<file path="src/rtl/spi_adc_scanner.sv">
// rtl/spi_adc_scanner.sv - round-robin MCP320x-style SPI ADC scanner
// One frame per enabled channel: START, SGL/DIFF, address, wait bits, then DATA_W result bits.
module spi_adc_scanner #(
    parameter int NUM_CH     = 2,
    parameter int ADDR_W     = 3,
    parameter int DATA_W     = 12,
    parameter int WAIT_BITS  = 2,
    parameter int SCLK_HALF  = 16,
    parameter int GAP_CYCLES = 512,
    localparam int CH_W      = (NUM_CH > 1) ? $clog2(NUM_CH) : 1
) (
    input  logic                     sys_clk,
    input  logic                     sys_reset,
    input  logic                     scan_en,
    input  logic [NUM_CH-1:0]        ch_mask,
    input  logic                     diff_mode,
    output logic                     spi_clk,
    output logic                     spi_cs_n,
    output logic                     spi_mosi,
    input  logic                     spi_miso,
    output logic [DATA_W-1:0]        sample_data,
    output logic [CH_W-1:0]          sample_ch,
    output logic                     sample_valid,
    output logic [NUM_CH*DATA_W-1:0] ch_data,
    output logic                     busy
);
    localparam int N_CLK = 2 + ADDR_W + WAIT_BITS + DATA_W;
    localparam int PH_W  = $clog2(2 * SCLK_HALF);
    localparam int BIT_W = $clog2(N_CLK);
    localparam int GAP_W = $clog2(GAP_CYCLES + 1);

    localparam logic [PH_W-1:0]  PH_MID   = PH_W'(SCLK_HALF - 1);
    localparam logic [PH_W-1:0]  PH_END   = PH_W'(2 * SCLK_HALF - 1);
    localparam logic [BIT_W-1:0] BIT_LAST = BIT_W'(N_CLK - 1);
    localparam logic [BIT_W-1:0] BIT_WAIT = BIT_W'(2 + ADDR_W);
    localparam logic [BIT_W-1:0] BIT_DATA = BIT_W'(2 + ADDR_W + WAIT_BITS);
    localparam logic [GAP_W-1:0] GAP_LAST = GAP_W'(GAP_CYCLES - 1);

    typedef enum logic [2:0] {IDLE, CMD, WAIT, DATA, GAP} state_t;

    state_t             state, state_next;
    logic [PH_W-1:0]    ph;
    logic [BIT_W-1:0]   bit_idx, bit_next;
    logic [GAP_W-1:0]   gap_cnt;
    logic [CH_W-1:0]    cur_ch, last_ch, sel_ch, lo_ch, hi_ch;
    logic               found_hi;
    logic [ADDR_W:0]    cmd_sr;
    logic [DATA_W-1:0]  rx;
    logic               bit_end, frame_end, start;

    // Next channel: lowest enabled index above last_ch, else lowest enabled overall.
    always_comb begin
        lo_ch    = '0;
        hi_ch    = '0;
        found_hi = 1'b0;
        for (int i = NUM_CH - 1; i >= 0; i--) begin
            if (ch_mask[i]) begin
                lo_ch = CH_W'(i);
                if (i > int'(last_ch)) begin
                    hi_ch    = CH_W'(i);
                    found_hi = 1'b1;
                end
            end
        end
        sel_ch = found_hi ? hi_ch : lo_ch;
    end

    always_comb begin
        state_next = state;
        bit_end    = (ph == PH_END);
        frame_end  = bit_end && (bit_idx == BIT_LAST);
        bit_next   = bit_idx + 1'b1;
        case (state)
            IDLE: if (scan_en && |ch_mask) state_next = CMD;
            CMD, WAIT, DATA: begin
                if (frame_end)                state_next = GAP;
                else if (bit_end) begin
                    if (bit_next >= BIT_DATA)      state_next = DATA;
                    else if (bit_next >= BIT_WAIT) state_next = WAIT;
                    else                           state_next = CMD;
                end
            end
            GAP:  if (gap_cnt == GAP_LAST) state_next = IDLE;
            default: state_next = IDLE;
        endcase
        start = (state == IDLE) && (state_next == CMD);
    end

    assign busy = (state != IDLE);

    always_ff @(posedge sys_clk) begin
        if (sys_reset) begin
            state        <= IDLE;
            spi_cs_n     <= 1'b1;
            spi_clk      <= 1'b0;
            spi_mosi     <= 1'b0;
            sample_valid <= 1'b0;
            sample_data  <= '0;
            sample_ch    <= '0;
            ch_data      <= '0;
            last_ch      <= CH_W'(NUM_CH - 1);
            cur_ch       <= '0;
            cmd_sr       <= '0;
            rx           <= '0;
            ph           <= '0;
            bit_idx      <= '0;
            gap_cnt      <= '0;
        end else begin
            state        <= state_next;
            sample_valid <= 1'b0;
            case (state)
                IDLE: if (start) begin
                    cur_ch   <= sel_ch;
                    last_ch  <= sel_ch;
                    cmd_sr   <= {~diff_mode, ADDR_W'(sel_ch)};
                    spi_cs_n <= 1'b0;
                    spi_clk  <= 1'b0;
                    spi_mosi <= 1'b1;
                    ph       <= '0;
                    bit_idx  <= '0;
                end
                CMD, WAIT, DATA: begin
                    ph <= ph + 1'b1;
                    if (ph == PH_MID) begin
                        spi_clk <= 1'b1;
                        if (state == DATA) rx <= {rx[DATA_W-2:0], spi_miso};
                    end
                    if (frame_end) begin
                        spi_cs_n     <= 1'b1;
                        spi_clk      <= 1'b0;
                        spi_mosi     <= 1'b0;
                        sample_data  <= rx;
                        sample_ch    <= cur_ch;
                        sample_valid <= 1'b1;
                        ch_data[cur_ch*DATA_W +: DATA_W] <= rx;
                        gap_cnt      <= '0;
                    end else if (bit_end) begin
                        // Command bits drain from cmd_sr; zeros follow through wait and data.
                        ph       <= '0;
                        bit_idx  <= bit_next;
                        spi_clk  <= 1'b0;
                        spi_mosi <= cmd_sr[ADDR_W];
                        cmd_sr   <= {cmd_sr[ADDR_W-1:0], 1'b0};
                    end
                end
                GAP: gap_cnt <= gap_cnt + 1'b1;
                default: ;
            endcase
        end
    end
endmodule

</file>
<file path="config.mk">
export PLATFORM = sky130hd
export DESIGN_NAME = spi_adc_scanner
export DESIGN_NICKNAME = d
export VERILOG_FILES = /design/src/rtl/spi_adc_scanner.sv
export SDC_FILE = /design/constraint.sdc
export NUM_CORES = 1
export LEC_CHECK = 0
export ABC_AREA = 0
export BUFFER_PORTS_ARGS = -buffer_cell sky130_fd_sc_hd__buf_4
export CORE_ASPECT_RATIO = 1.5
export CORE_MARGIN = 8
export CORE_UTILIZATION = 56
export DETAILED_ROUTE_END_ITERATION = 6
export PLACE_DENSITY = 0.75
export SLEW_MARGIN = 15
export SYNTH_ARGS = -nofsm -noshare
export SYNTH_HDL_FRONTEND = slang
export SYNTH_SLANG_ARGS = --single-unit
</file>
<file path="constraint.sdc">
create_clock -name sys_clk -period 2.25 [get_ports sys_clk]
set_input_delay 0.225 -clock sys_clk [delete_from_list [all_inputs] [get_ports sys_clk]]
set_output_delay 0.225 -clock sys_clk [all_outputs]
set_load 0.05 [all_outputs]
</file>
* Yosys cells after proc, flatten, opt, wreduce, memory -nomap -nowiden *
Index checks and enable logic that the tools add are counted.

word-level totals
  bits in registers = 82

cells by class
  multipliers = 1
  $lt $le $gt $ge = 3
  reduce and logical (&&, ||, !) cells = 19
  bitwise gates (word level) = 2
  equal/unequal tests = 15
  add/subtract/negate cells = 4
  shifts and indexed selects = 2
  mux-type cells = 38

operators with widths
  cell                      count
  $neg 5->34                1
  $shift 12x34->24 const A  1
  $shiftx 12x34->24         1
  $mux 5                    5
  $bwmux 24                 1
  $pmux 10 s2               1
  $pmux 5 s2                2
  $mux 1                    14
  $mux 3                    4
  $mux 4                    3
  $reduce_and 3->1          4
  $add 10x1->10 const B     1
  $add 5x1->5 const B       2
  $eq 10x9->1 const B       1
  $eq 5x5->1 const B        2
  $ge 5x3->1 const B        2
  $mux 10                   1
  $pmux 3 s3                1
  $ne 2x2->1 const B        4
  $pmux 4 s2                1
  $reduce_and 2->1          4
  $eq 3x1->1 const B        2
  $eq 3x2->1 const B        2
  $pmux 1 s2                3
  15 further kinds          21

* Depth between registers and ports, before layout *
  word-level depth = 11
  depth in mapped cells = 8
  gate-level depth less buffers = 7

* Worst setup path after synthesis *
No wires, ideal clock.

  path type = reg2reg
  start point = register ph[0]
  end point = register ch_data[10]
  clock period less this slack = 1.960 ns
  data required time = 2.118 ns
  stages on the path, launching flop included = 9
  arrival = 1.828 ns
  path slack = 0.290 ns
  path through = dfxtp_1 ha_1 and3_1 ha_1 inv_1 or4_1 clkbuf_1 nand2_1 a21oi_1

between the ends
  cells in the longest elaborated chain, start to end = 3

ends and longest elaborated chain
  what                             RTL line  source
  from (decl)                      42        logic [PH_W-1:0] ph;
  from (signal assigned)           123       ph <= ph + 1'b1;
  $eq 5x5->1                       70        bit_end = (ph == PH_END);
  $logic_and 1x1->1                71        frame_end = bit_end && (bit_idx == BIT_LAST);
  $reduce_and 2->1 (no line)       --
  to (signal, indexed assignment)  135       ch_data[cur_ch*DATA_W +: DATA_W] <= rx;
  to (decl)                        24        output logic [NUM_CH*DATA_W-1:0] ch_data,

Every way passes these cells.
A chain may end at the register's enable or synchronous reset.

* Worst setup path in the final report *
  start point = register ph[0]
  end point = register ch_data[22]

The elaborated chain is that of the path after synthesis.

==> summary by stage <==
Outcome
The run finished with clean final reports.

Synth
The synthesized design spends more area on one cell type than any other, namely sky130_fd_sc_hd__dfxtp_1. The top flip-flop cell by instance count after synthesis is sky130_fd_sc_hd__dfxtp_1. The number of enable-type register cells in the synthesized netlist is 0. The count of synthesis-stage warnings from yosys is 0. The leading cell type by number of instances after synthesis is sky130_fd_sc_hd__nand2_1.

The share of synthesized area in the top cell type comes to 0.4827. The number of storage elements in the synthesis netlist is 82. The share of the yosys chip area belonging to registers is 0.4827.

The number of unique standard cell types used by synthesis is 51. The post-synthesis instance area is approximately 3400 um^2. After synthesis, the share of flip-flops with an asynchronous set or reset is 0. Synthesis produced around 420 cells. After synthesis, the most frequently instantiated cells are 108 x sky130_fd_sc_hd__nand2_1, 82 x sky130_fd_sc_hd__dfxtp_1, 67 x sky130_fd_sc_hd__a21oi_1.

After synthesis, the cell types taking the most area are sky130_fd_sc_hd__dfxtp_1 48%, sky130_fd_sc_hd__nand2_1 12%, sky130_fd_sc_hd__a21oi_1 9.9%, sky130_fd_sc_hd__ha_1 2.9%, sky130_fd_sc_hd__nand3_1 2.9%. Counting every net in the synthesized netlist gives 434. The synthesized area divided by synthesized cell count is just over 8 um^2.

Placement
Input and output buffers added on the ports amount to 48. OpenSTA, run right after detailed placement, puts the worst setup slack at ~0.12 ns. The post-DP HPWL is ~5400 um. The post-placement cell area is 3825 um^2. The weighted congestion reported at the end of routability-driven placement is 0.8382.

Power
Cell internal power was estimated by the tool at 2.263 mW. In this run the static leakage power is around 1.5 nW. Total power for the finished layout comes to 2.878 mW. The share of total power dissipated in combinational logic is 0.036. The power density over the cells is 705.5 nW/um^2. The net switching share of the total power is 0.2136. The worst voltage drop across the vdd grid is 0.0005181 V. The share of total power dissipated in sequential elements is 0.512. The share of total power dissipated in the clock network is 0.453. In this run the power spent charging and discharging nets is 0.6148 mW.

Flow run
The max-capacitance violation count is 0.

Final layout
The number of filler instances in the final layout is 497. The count of nets after finishing is about 480. Of the cells placed in the final design, the portion with a size suffix greater than 1 is 0.1863. The sequential cells in the finished layout cover a total of around 1600 um^2.

Summing all multi-input logic gate instances after layout gives approximately 1600 um^2. Relative to the synthesized area, the layout overhead comes to 19.94%. After routing the design area is ~4100 um^2. The final core utilization is 0.6799. The repair_antennas step left the layout with diodes totalling 0.

Setup path
Along the worst path, the maximum fanout reaches 25. The arrival time at the worst endpoint is between 2 and 2.5 ns. The critical path start-end classification is reg -> reg. The sort of element at the end of the critical path is a register. The worst endpoint required time is 2.52 ns. STA classifies the critical path startpoint as a register.

Timing
Between clock sinks in the finished design, the worst skew comes to 0.01028 ns. The setup violation total in the final timing report is 0. Across all setup checks in the final design, the least slack found is approximately 0.25 ns.

The clock period minus final worst setup slack is ~2 ns. The worst slew margin relative to its limit is 0.6112. The slew at the pin closest to its max-slew limit is just under 0.6 ns. Static timing analysis puts the maximum clock frequency at ~500 MHz. The number of max-slew violations in the final report is 0.

The number of endpoints with negative hold slack in the final report is 0. The ratio of final minimum period to clock period is 0.8881. For the final routed database, the setup TNS stands at 0 ns. Setup repair after global routing left no endpoint under its margin.

Drt
The number of vias per cell after detailed routing is about 5.5. The count of vias placed by the detailed router is about 3000. Before antenna repair, the detailed router went through 4 iterations.

The initial DRC count is about 240. The overall routed net length is roughly 7700 um. The remaining design rule violation count is 0. The average detailed-routed wire length per instance is roughly 14 um. The remaining antenna violation count is 0.

Floorplan
The floorplan step defined a die boundary enclosing 8874 um^2. The die is around 80 um wide. Row generation in the floorplan step produced 35 rows. After floorplanning, the core was sized to cover around 6000 um^2. The initial utilization of the core area, before any placement, comes to 0.5668. The number of I/O pins is a little under 50. The height of the die is 111.4 um.

Clock network
The clock tree from TritonCTS is yes. The clock transition at the registers of the reported paths is 0.08 ns. The master cell of the clock root buffer is sky130_fd_sc_hd__clkbuf_8. Buffers inserted during clock tree synthesis total 9.

The number of buffers on the longest clock path is 2. The H-tree was split into 3 levels. The cts-stage hold buffer count is 0. The source-to-sink clock delay at the later pin of the worst-skew pair is roughly 0.34 ns. The sink count of the clock tree is about 80.

GRT
In the global route stage, overall resource usage came out at 0.1800. The largest net degree at the start of global routing is a little over 50. The number of antenna violations at the first check in global routing is 0. Summed over all layers, the global routing overflow is 0. The first-pass GRT wire length is between 10000 and 15000 um.

The number of global-route vias before repair is about 2800.

Min path
The class of the most critical hold timing path is in -> reg.
critical path: stages (launching register included):
cell and delay (ns):
sky130_fd_sc_hd__dfxtp_1 0.38, sky130_fd_sc_hd__ha_1 0.20, sky130_fd_sc_hd__and3_1 0.22, sky130_fd_sc_hd__ha_1 0.18, sky130_fd_sc_hd__inv_1 0.09, sky130_fd_sc_hd__nor3_2 0.24
sky130_fd_sc_hd__buf_4 0.31, sky130_fd_sc_hd__nand3_1 0.14, sky130_fd_sc_hd__a21oi_1 0.16
cell usage in the layout (no fill, tap or decap), types with 3 or more instances in the layout:
master                      instances
sky130_fd_sc_hd__ha_1               8
sky130_fd_sc_hd__nand3_1           20
sky130_fd_sc_hd__nor3_1             4
sky130_fd_sc_hd__and3_1             5
sky130_fd_sc_hd__inv_1              5
sky130_fd_sc_hd__buf_4             61
sky130_fd_sc_hd__a31oi_1            7
sky130_fd_sc_hd__a21oi_1           67
sky130_fd_sc_hd__clkbuf_8          10
sky130_fd_sc_hd__dfxtp_1           82
sky130_fd_sc_hd__a311oi_1           3
sky130_fd_sc_hd__bufinv_16          3
sky130_fd_sc_hd__nor2_1            19
sky130_fd_sc_hd__nand2_1          108
sky130_fd_sc_hd__nand4_1            3
sky130_fd_sc_hd__o21ai_0           15
logic make-up after synthesis:
logic type               Yosys count  synth area share
AO/OA/AOI/OAI                    110            0.1876
XOR/XNOR                           2          0.005152
adder cells (fa/ha/maj)            8           0.02943
buffers and inverters             34           0.04268
flip-flops                        82            0.4827
multiplexers                       2          0.005887
AND/OR/NAND/NOR                  181            0.2465
power by group through the flow:
stage | logic [mW] | registers, mW | clock network, mW
floorplan | 0.0700 | 1.51 | 0
global placement | 0.103 | 1.51 | 0
detailed placement | 0.104 | 1.51 | 0
CTS | 0.104 | 1.47 | 1.33
global route | 0.112 | 1.47 | 1.38
finish | 0.103 | 1.47 | 1.30
path summary, 6_finish.rpt:
path                                  to  slack [ns]  cells after the start                         from
max             ch_data[22]$_SDFFE_PP0P_        0.25                      8           ph[0]$_SDFFE_PP0P_
min                   rx[0]$_SDFFE_PP0P_        0.14                      3                     spi_miso
max reg2reg     ch_data[22]$_SDFFE_PP0P_        0.25                      8           ph[0]$_SDFFE_PP0P_
min reg2reg  sample_data[7]$_SDFFE_PP0P_        0.46                      2  sample_data[7]$_SDFFE_PP0P_
repair_timing:
action / in CTS / in global routing
setup endpoints to repair: 0 / 12
buffers inserted: 0 / 0
resized for setup: 0 / 1
endpoints found under the hold margin: 0 / 0
layer usage:
metal,vias to the layer above,GRT usage,share of wire
met2,43,0.3204,0.54
met1,1403,0.1979,0.41
li1,1537,-,-
met5,-,0,0
met4,0,0.06335,0.0098
met3,6,0.04194,0.041
flip-flops by register name (all words and copies together), names as in the netlist, 3 cells and up:
signal / flops
bit_idx: 5
ch_data: 24
cmd_sr: 4
gap_cnt: 10
ph: 5
rx: 12
sample_data: 12
state: 3
cell type report:
type,count,area share
multi-input combinational,303,0.3966
sequential,82,0.4025
inverter,5,0.004601
clock buffer,10,0.03374
timing repair buffer,61,0.1123
tap,74,0.02270
clock inverter,6,0.02761
stage by stage:
stage          hold WS [ns]  std cells
2_1_floorplan        0.3610        419
3_3_place_gp         0.4426        525
3_5_place_dp         0.4469        525
4_1_cts              0.1295        541
5_1_grt              0.1543        541
6_report             0.1404        541
Power figures use the tool's default switching activity.
